### config.mk
export PLATFORM = sky130hd
export DESIGN_NAME = register_scoreboard
export DESIGN_NICKNAME = d
export VERILOG_FILES = /design/src/rtl/register_scoreboard.sv
export SDC_FILE = /design/constraint.sdc
export NUM_CORES = 1
export LEC_CHECK = 0
export CORE_MARGIN = 4
export CORE_UTILIZATION = 41
export DETAILED_ROUTE_END_ITERATION = 10
export HOLD_SLACK_MARGIN = 0.08
export SYNTH_ARGS = -nofsm -noshare
export SYNTH_HDL_FRONTEND = slang
export SYNTH_SLANG_ARGS = --single-unit
### constraint.sdc
create_clock -name clk -period 6.1 [get_ports clk]
set_input_delay 0.61 -clock clk [delete_from_list [all_inputs] [get_ports clk]]
set_output_delay 0.61 -clock clk [all_outputs]
set_load 0.02 [all_outputs]
### src/rtl/register_scoreboard.sv
`default_nettype none
// ============================================================================
// Module      : register_scoreboard
// Description : Tracks in-flight register writes between ID and WB.
//               Each of the 16 architectural registers has a 2-bit count of
//               writes that have issued but not yet retired. ID stalls on a
//               source whose count is non-zero, and issue is refused while
//               the destination count is saturated at MAX_PEND.
// Ports       : clk             - single clock, rising edge
//               rst             - asynchronous, active-low reset
//               issue_valid     - an instruction leaves ID this cycle
//               issue_wb_en     - the issuing instruction writes a register
//               issue_dest      - destination register of the issue
//               issue_ready     - issue_dest count is below MAX_PEND
//               wb_valid        - WB retires a register write this cycle
//               wb_dest         - register retired by WB
//               flush           - discard every pending write
//               src_1, src_2    - ID-stage source registers
//               two_src         - src_2 is a live operand
//               hazard_detected - an ID source has a pending write
//               pending_total   - sum of all pending counts (0..48)
//               underflow_err   - sticky: WB retired a register with no
//                                 pending write
// Revision    : 1.0 - initial release
// ============================================================================
module register_scoreboard #(
    parameter int MAX_PEND = 3
) (
    input  logic       clk,
    input  logic       rst,
    input  logic       issue_valid,
    input  logic       issue_wb_en,
    input  logic [3:0] issue_dest,
    output logic       issue_ready,
    input  logic       wb_valid,
    input  logic [3:0] wb_dest,
    input  logic       flush,
    input  logic [3:0] src_1,
    input  logic [3:0] src_2,
    input  logic       two_src,
    output logic       hazard_detected,
    output logic [5:0] pending_total,
    output logic       underflow_err
);

    localparam logic [1:0] c_MAX_PEND = 2'(MAX_PEND);
    localparam int         c_NUM_REGS = 16;

    logic [1:0] r_pend [c_NUM_REGS];
    logic       r_underflow_err;

    logic       w_issue_ready;
    logic       w_inc;
    logic       w_dec;
    logic       w_underflow;
    logic [5:0] w_total;

    assign w_issue_ready = (r_pend[issue_dest] != c_MAX_PEND);

    // A refused issue (saturated destination) must not touch the counter.
    assign w_inc = issue_valid & issue_wb_en & w_issue_ready;

    // Retire only decrements a non-zero counter; the zero case is an error.
    assign w_dec = wb_valid & (r_pend[wb_dest] != 2'd0);

    // A same-cycle accepted issue to the same register supplies the write
    // that WB is retiring, so that combination is not an underflow.
    assign w_underflow = wb_valid & (r_pend[wb_dest] == 2'd0)
                       & ~(w_inc & (issue_dest == wb_dest));

    always_ff @(posedge clk or negedge rst) begin
        if (!rst) begin
            for (int i = 0; i < c_NUM_REGS; i++) begin
                r_pend[i] <= 2'd0;
            end
        end else if (flush) begin
            for (int i = 0; i < c_NUM_REGS; i++) begin
                r_pend[i] <= 2'd0;
            end
        end else begin
            for (int i = 0; i < c_NUM_REGS; i++) begin
                // Inc and dec on the same register cancel out.
                if (w_inc && (issue_dest == 4'(i)) &&
                    !(w_dec && (wb_dest == 4'(i)))) begin
                    r_pend[i] <= r_pend[i] + 2'd1;
                end else if (w_dec && (wb_dest == 4'(i)) &&
                             !(w_inc && (issue_dest == 4'(i)))) begin
                    r_pend[i] <= r_pend[i] - 2'd1;
                end
            end
        end
    end

    // Sticky error flag; flush leaves it alone, only reset clears it.
    always_ff @(posedge clk or negedge rst) begin
        if (!rst) begin
            r_underflow_err <= 1'b0;
        end else if (w_underflow) begin
            r_underflow_err <= 1'b1;
        end
    end

    always_comb begin
        w_total = 6'd0;
        for (int i = 0; i < c_NUM_REGS; i++) begin
            w_total = w_total + {4'd0, r_pend[i]};
        end
    end

    assign issue_ready     = w_issue_ready;
    assign hazard_detected = (r_pend[src_1] != 2'd0)
                           | (two_src & (r_pend[src_2] != 2'd0));
    assign pending_total   = w_total;
    assign underflow_err   = r_underflow_err;

endmodule

`default_nettype wire

Word level (Yosys, flattened, before mapping). Cells that the tools add are included.

Flip-flop bits (word level): 33. Input bits: 23. Output and inout bits: 9. Word-level logic and storage cells: 276.

Add/sub/neg operators: 47. $lt $le $gt $ge: 4. Equal/unequal tests: 32. Mux-type cells: 45. Bitwise logic cells: 13. Reductions and logical operators: 118.

Operators with widths (count): 2-bit two-way mux (40); 6-bit by 2-bit adder with 6-bit output (11); 4-bit equality test (second input constant) (16); 1-bit logical AND (64); 3-bit nonzero test (16); 2-bit by 1-bit adder with 2-bit output (second input constant) (16); 2-bit binary-select mux with 4-bit select (4); 4-bit by 3-bit equality test with 1-bit output (second input constant) (8); 1-bit zero test (32); 32-bit two-way mux (1); 2-bit by 1-bit subtractor with 2-bit output (second input constant) (16); 5-bit >= comparator (second input constant) (4); 4-bit NOT with 5-bit output (4); 4-bit by 2-bit equality test with 1-bit output (second input constant) (4); 4-bit by 1-bit equality test with 1-bit output (second input constant) (2); 4-bit zero test (2); 1-bit bitwise AND (7); 5-bit by 2-bit adder with 6-bit output (1); 2-bit nonzero test (3); 4-bit by 2-bit adder with 5-bit output (1); 3-bit by 2-bit adder with 4-bit output (1); 4-bit equality test (1); 2-bit by 2-bit adder with 3-bit output (1); 2-bit zero test (1); 3 further kinds (3).

Longest topological paths before layout. Gate-level depths: netlist of the first run.

Word-level depth: 15. Gate-level depth with buffers: 14. Depth with buffers taken out: 14.

Least setup slack after synthesis of the first run. OpenSTA, ideal clock, no wires.

Path type: register -> output. Start: register r_pend[7] (netlist bit). End: output port pending_total[3]. Arrival time: 4.013 ns. Required time: 5.490 ns. Setup slack: 1.477 ns. Cell stages (with the launch flop): 12. Buffers on the path: 0. Path through: dfrtp_1 inv_1 fa_1 inv_1 fa_1 fa_1 fa_1 fa_1 ha_1 inv_1 fa_1 xnor2_1.

Longest elaborated chain between the ends: 4.

RTL lines: from (decl) (line 49) `logic [1:0] r_pend [c_NUM_REGS];`; from (signal, indexed assignment) (line 85) `r_pend[i] <= r_pend[i] + 2'd1;`; from (signal, indexed assignment) (line 88) `r_pend[i] <= r_pend[i] - 2'd1;`; 6-bit by 2-bit adder with 6-bit output (4 in a row) (line 106) `w_total = w_total + {4'd0, r_pend[i]};`; to (decl) (line 42) `output logic [5:0] pending_total,`.

No other way between the ends.

Worst setup path in the final report of the first run.
Start: register r_pend[23] (netlist bit). End: output port pending_total[5].

Longest elaborated chain between the ends: 12.

RTL lines (line): 5-bit by 2-bit adder with 6-bit output (106); 6-bit by 2-bit adder with 6-bit output (11 in a row) (106).

No other way between the ends.

==> summary.md, run 1 <==
| Metric | Value |
|---|---|
| Slowest cell delay on critical path | `600 ps` |
| Area grow syn2layout | `13.91%` |
| Routed len/inst | `17.96 um` |
| Initial antenna violation count | `0` |
| Status | `finished, final reports clean` |
| Initial DRC Count | `207` |
| Initial core utilization | `42.36%` |
| Setup violators final | `0` |
| Die width | `100.6 um` |
| Ports | `32` |
| Final Worst Setup Slack | `491.0 ps` |
| VDD IR-drop max | `0.0001190 V` |
| Largest net degree at the start of global routing | `34` |
| DRC | `0` |
| Final min period | `5609 ps` |
| Sink Count | `33` |
| Final #Nets | `464` |
| Diodes inserted | `0` |
| Crit end category | `primary output` |
| Gate Count Post-Synth | `382` |
| Area leader, netlist | `dfrtp_1` |
| Util after Layout | `48.26%` |
| Post-Route WL | `9213 um` |
| Worst hold slack | `468.4 ps` |
| CTS HTree Levels | `2` |
| CTS max path bufs | `2` |
| Via-per-instance ratio | `5.766` |
| Syn nets | `439` |
| GP Congestion | `0.9160` |
| Yosys cell types | `49` |
| Critical Path RT | `5490 ps` |
| Worst setup SP type | `flop` |
| Gr ovfl total | `0` |
| Dpl hpwl | `7167 um` |
| IO Port Bufs | `31` |
| Root buffer cell | `clkbuf_8` |
| Setup TNS | `0 ps` |
| FMAX | `178.3 MHz` |
| Leak | `0.001603 uW` |
| CP Buf/Inv Count | `4` |
| Crit-path most repeated cell | `fa_1` |
| Post-CTS Setup Bufs | `0` |
| Worst-path clk slew | `80 ps` |
| Worst-skew pair later-pin latency | `300 ps` |
| Antenna violation net count after detailed routing | `0` |
| Placed Area | `0.003889 mm2` |
| Cell row count | `33` |
| Max FO, Critical Path | `6` |
| Core area | `0.008299 mm2` |
| Fraction of registers with async set or reset after synthesis | `100.0%` |
| Final Slew Violations | `0` |
| Drt first pass iters | `5` |
| Post-synth EDFFs | `0` |
| CTS buffer count | `5` |
| Vias in the first global route | `2937` |
| Synthesized flop and latch total | `33` |
| Final Hold Vio Count | `0` |
| Cell Area, Synth | `0.003516 mm2` |
| Pre-CTS WS | `788.2 ps` |
| CP Cell Sequence | `inv_1 > fa_1 > fa_1 > inv_1 > fa_1 > fa_1 > fa_1 > ha_1 > inv_1 > fa_1 > nor2b_1 > o21ai_0 > nand2b_1 > clkdlybuf4s50_1` |
| PwrDens | `136.2 mW/mm2` |
| MaxCap Viol Count | `0` |
| Count leader, synth | `inv_1` |
| Slowest cell on crit path | `clkdlybuf4s50_1` |
| Top delay family on crit path | `adder cells` |
| WS Path Type | `reg2out` |
| Synth area leaders | `dfrtp_1 23%, fa_1 15%, mux4_2 6.4%, xnor2_1 5.7%, inv_1 5.7%` |
| Crit share post-route | `91.95%` |
| Hold buffer count at cts | `0` |
| Share of post-route cells with drive strength above 1 | `8.333%` |
| Vias post-DR | `2958` |
| Clock skew | `5.926 ps` |
| Yosys Warn Count | `0` |
| Arr. time, crit path | `5000 ps` |
| Post-CTS Resized | `0` |
| Most common flop cell mapped by yosys | `dfrtp_1` |
| CTS tree | `built` |
| Die height | `100.6 um` |
| Worst-margin pin slew | `779.9 ps` |
| Register area share after synthesis | `23.49%` |
| Share of the synthesized area in the top cell type | `23.49%` |
| Avg Cell Area, Syn | `9.204 um2` |
| Commonest cells post-synth | `53 x inv_1, 39 x nor2_1, 33 x dfrtp_1, 26 x fa_1, 23 x xnor2_1` |
| Hold Crit Class | `reg2reg` |
| Rel. slew slack | `47.85%` |
| First-pass GRT wire length | `15300 um` |
| Die ar. | `0.01012 mm2` |
| RSZ-0062 raised after global routing | `no` |
| Gr usage total | `19.35%` |
| Post-layout instance area | `0.004005 mm2` |
## cells by family (layout without fill, tap and decap cells)
logic type | count (synthesis) | count (layout) | synth area share [%]
AOI/OAI and AO/OA | 63 | 63 | 10.85
xor gates and xnor gates | 32 | 32 | 8.185
adders and majority gates | 34 | 34 | 17.65
buffers and inverters | 68 | 94 | 8.042
DFF | 33 | 33 | 23.49
muxes | 18 | 18 | 9.680
and+or+nand+nor | 134 | 134 | 22.10
## stage by stage
step	power [uW]	std cells
floorplan	282.6	382
global placement	323.1	505
detailed placement	323.7	505
CTS	549.3	513
global route	567.0	513
finish	545.3	513
## per-layer routing
metal	share of wire [%]	track usage, %	vias to the layer above
li1	-	-	1386
met1	43	27.56	1458
met4	2.7	6.736	0
met5	0	0	-
met3	7.1	2.907	18
met2	47	30.03	96
## cell type report
class / instances / area [um2]
Tap cell: 105 / 131.4
Sequential cell: 33 / 825.8
Clock buffer: 7 / 86.33
Timing Repair Buffer: 33 / 325.3
Multi-Input combinational cell: 281 / 2407
Inverter: 53 / 198.9
Fill cell: 778 / 4294
Clock inverter: 1 / 30.03
## report_power, final
part | total, uW | switching (uW) | internal [uW]
logic | 96.9 | 55.2 | 41.6
registers | 223 | 2.61 | 220
clock network | 226 | 92.4 | 133
total | 545 | 150 | 395
## cell usage in the layout (no fill, tap or decap), types with 2 or more instances in the layout
cell type / Yosys / layout
inv_1: 53 / 53
nor2_1: 39 / 39
dfrtp_1: 33 / 33
clkdlybuf4s50_1: 0 / 31
fa_1: 26 / 26
xnor2_1: 23 / 23
a21oi_1: 21 / 21
o21ai_0: 17 / 17
nor4_1: 17 / 17
nor3_1: 14 / 14
mux4_2: 10 / 10
nand2_1: 10 / 10
nand2b_1: 8 / 8
xor2_1: 8 / 8
ha_1: 8 / 8
nand4_1: 7 / 7
nand3_1: 7 / 7
nand4b_1: 6 / 6
or2_2: 6 / 6
o31ai_1: 6 / 6
clkbuf_8: 0 / 6
o21a_1: 5 / 5
a21o_1: 4 / 4
mux2i_1: 4 / 4
nor2b_1: 3 / 3
nand4bb_1: 3 / 3
nand3b_1: 3 / 3
a31oi_1: 3 / 3
mux2_2: 2 / 2
nand2b_4: 2 / 2
or4b_1: 2 / 2
mux4_1: 2 / 2
o31a_1: 2 / 2
buf_4: 2 / 2
## worst reg2reg max path: stages (launching register included)
cell and delay (ps):
dfrtp_1 490, nand4b_1 140, nand4_1 280, nor4_1 590
o21ai_0 190, a21oi_1 170
## flip-flops by register name, indices dropped and copies added (netlist names)
| register | flops |
|---|---|
| underflow_err | 1 |
| r_pend | 32 |
## path summary, 6_finish.rpt
kind	start	endpoint	slack, ps	depth (start not counted)
max in group asynchronous	rst	r_pend[11]	5050	2
min in group asynchronous	rst	r_pend[25]	730	2
max	r_pend[23]	pending_total[5]	490	14
min	underflow_err	underflow_err	470	1
max reg2reg	r_pend[26]	r_pend[31]	4170	5
min reg2reg	underflow_err	underflow_err	470	1
Note: power is estimated with default switching activity, not from simulation.
==> run 2, diff against run 1 <==
--- a/config.mk
+++ b/config.mk
@@ -5,6 +5,7 @@
 export SDC_FILE = /design/constraint.sdc
 export NUM_CORES = 1
 export LEC_CHECK = 0
+export CAP_MARGIN = 30
 export CORE_MARGIN = 4
 export CORE_UTILIZATION = 41
 export DETAILED_ROUTE_END_ITERATION = 10
==> results of run 2 <==
Final layout, timing and power as in run 1 (identical DEF).
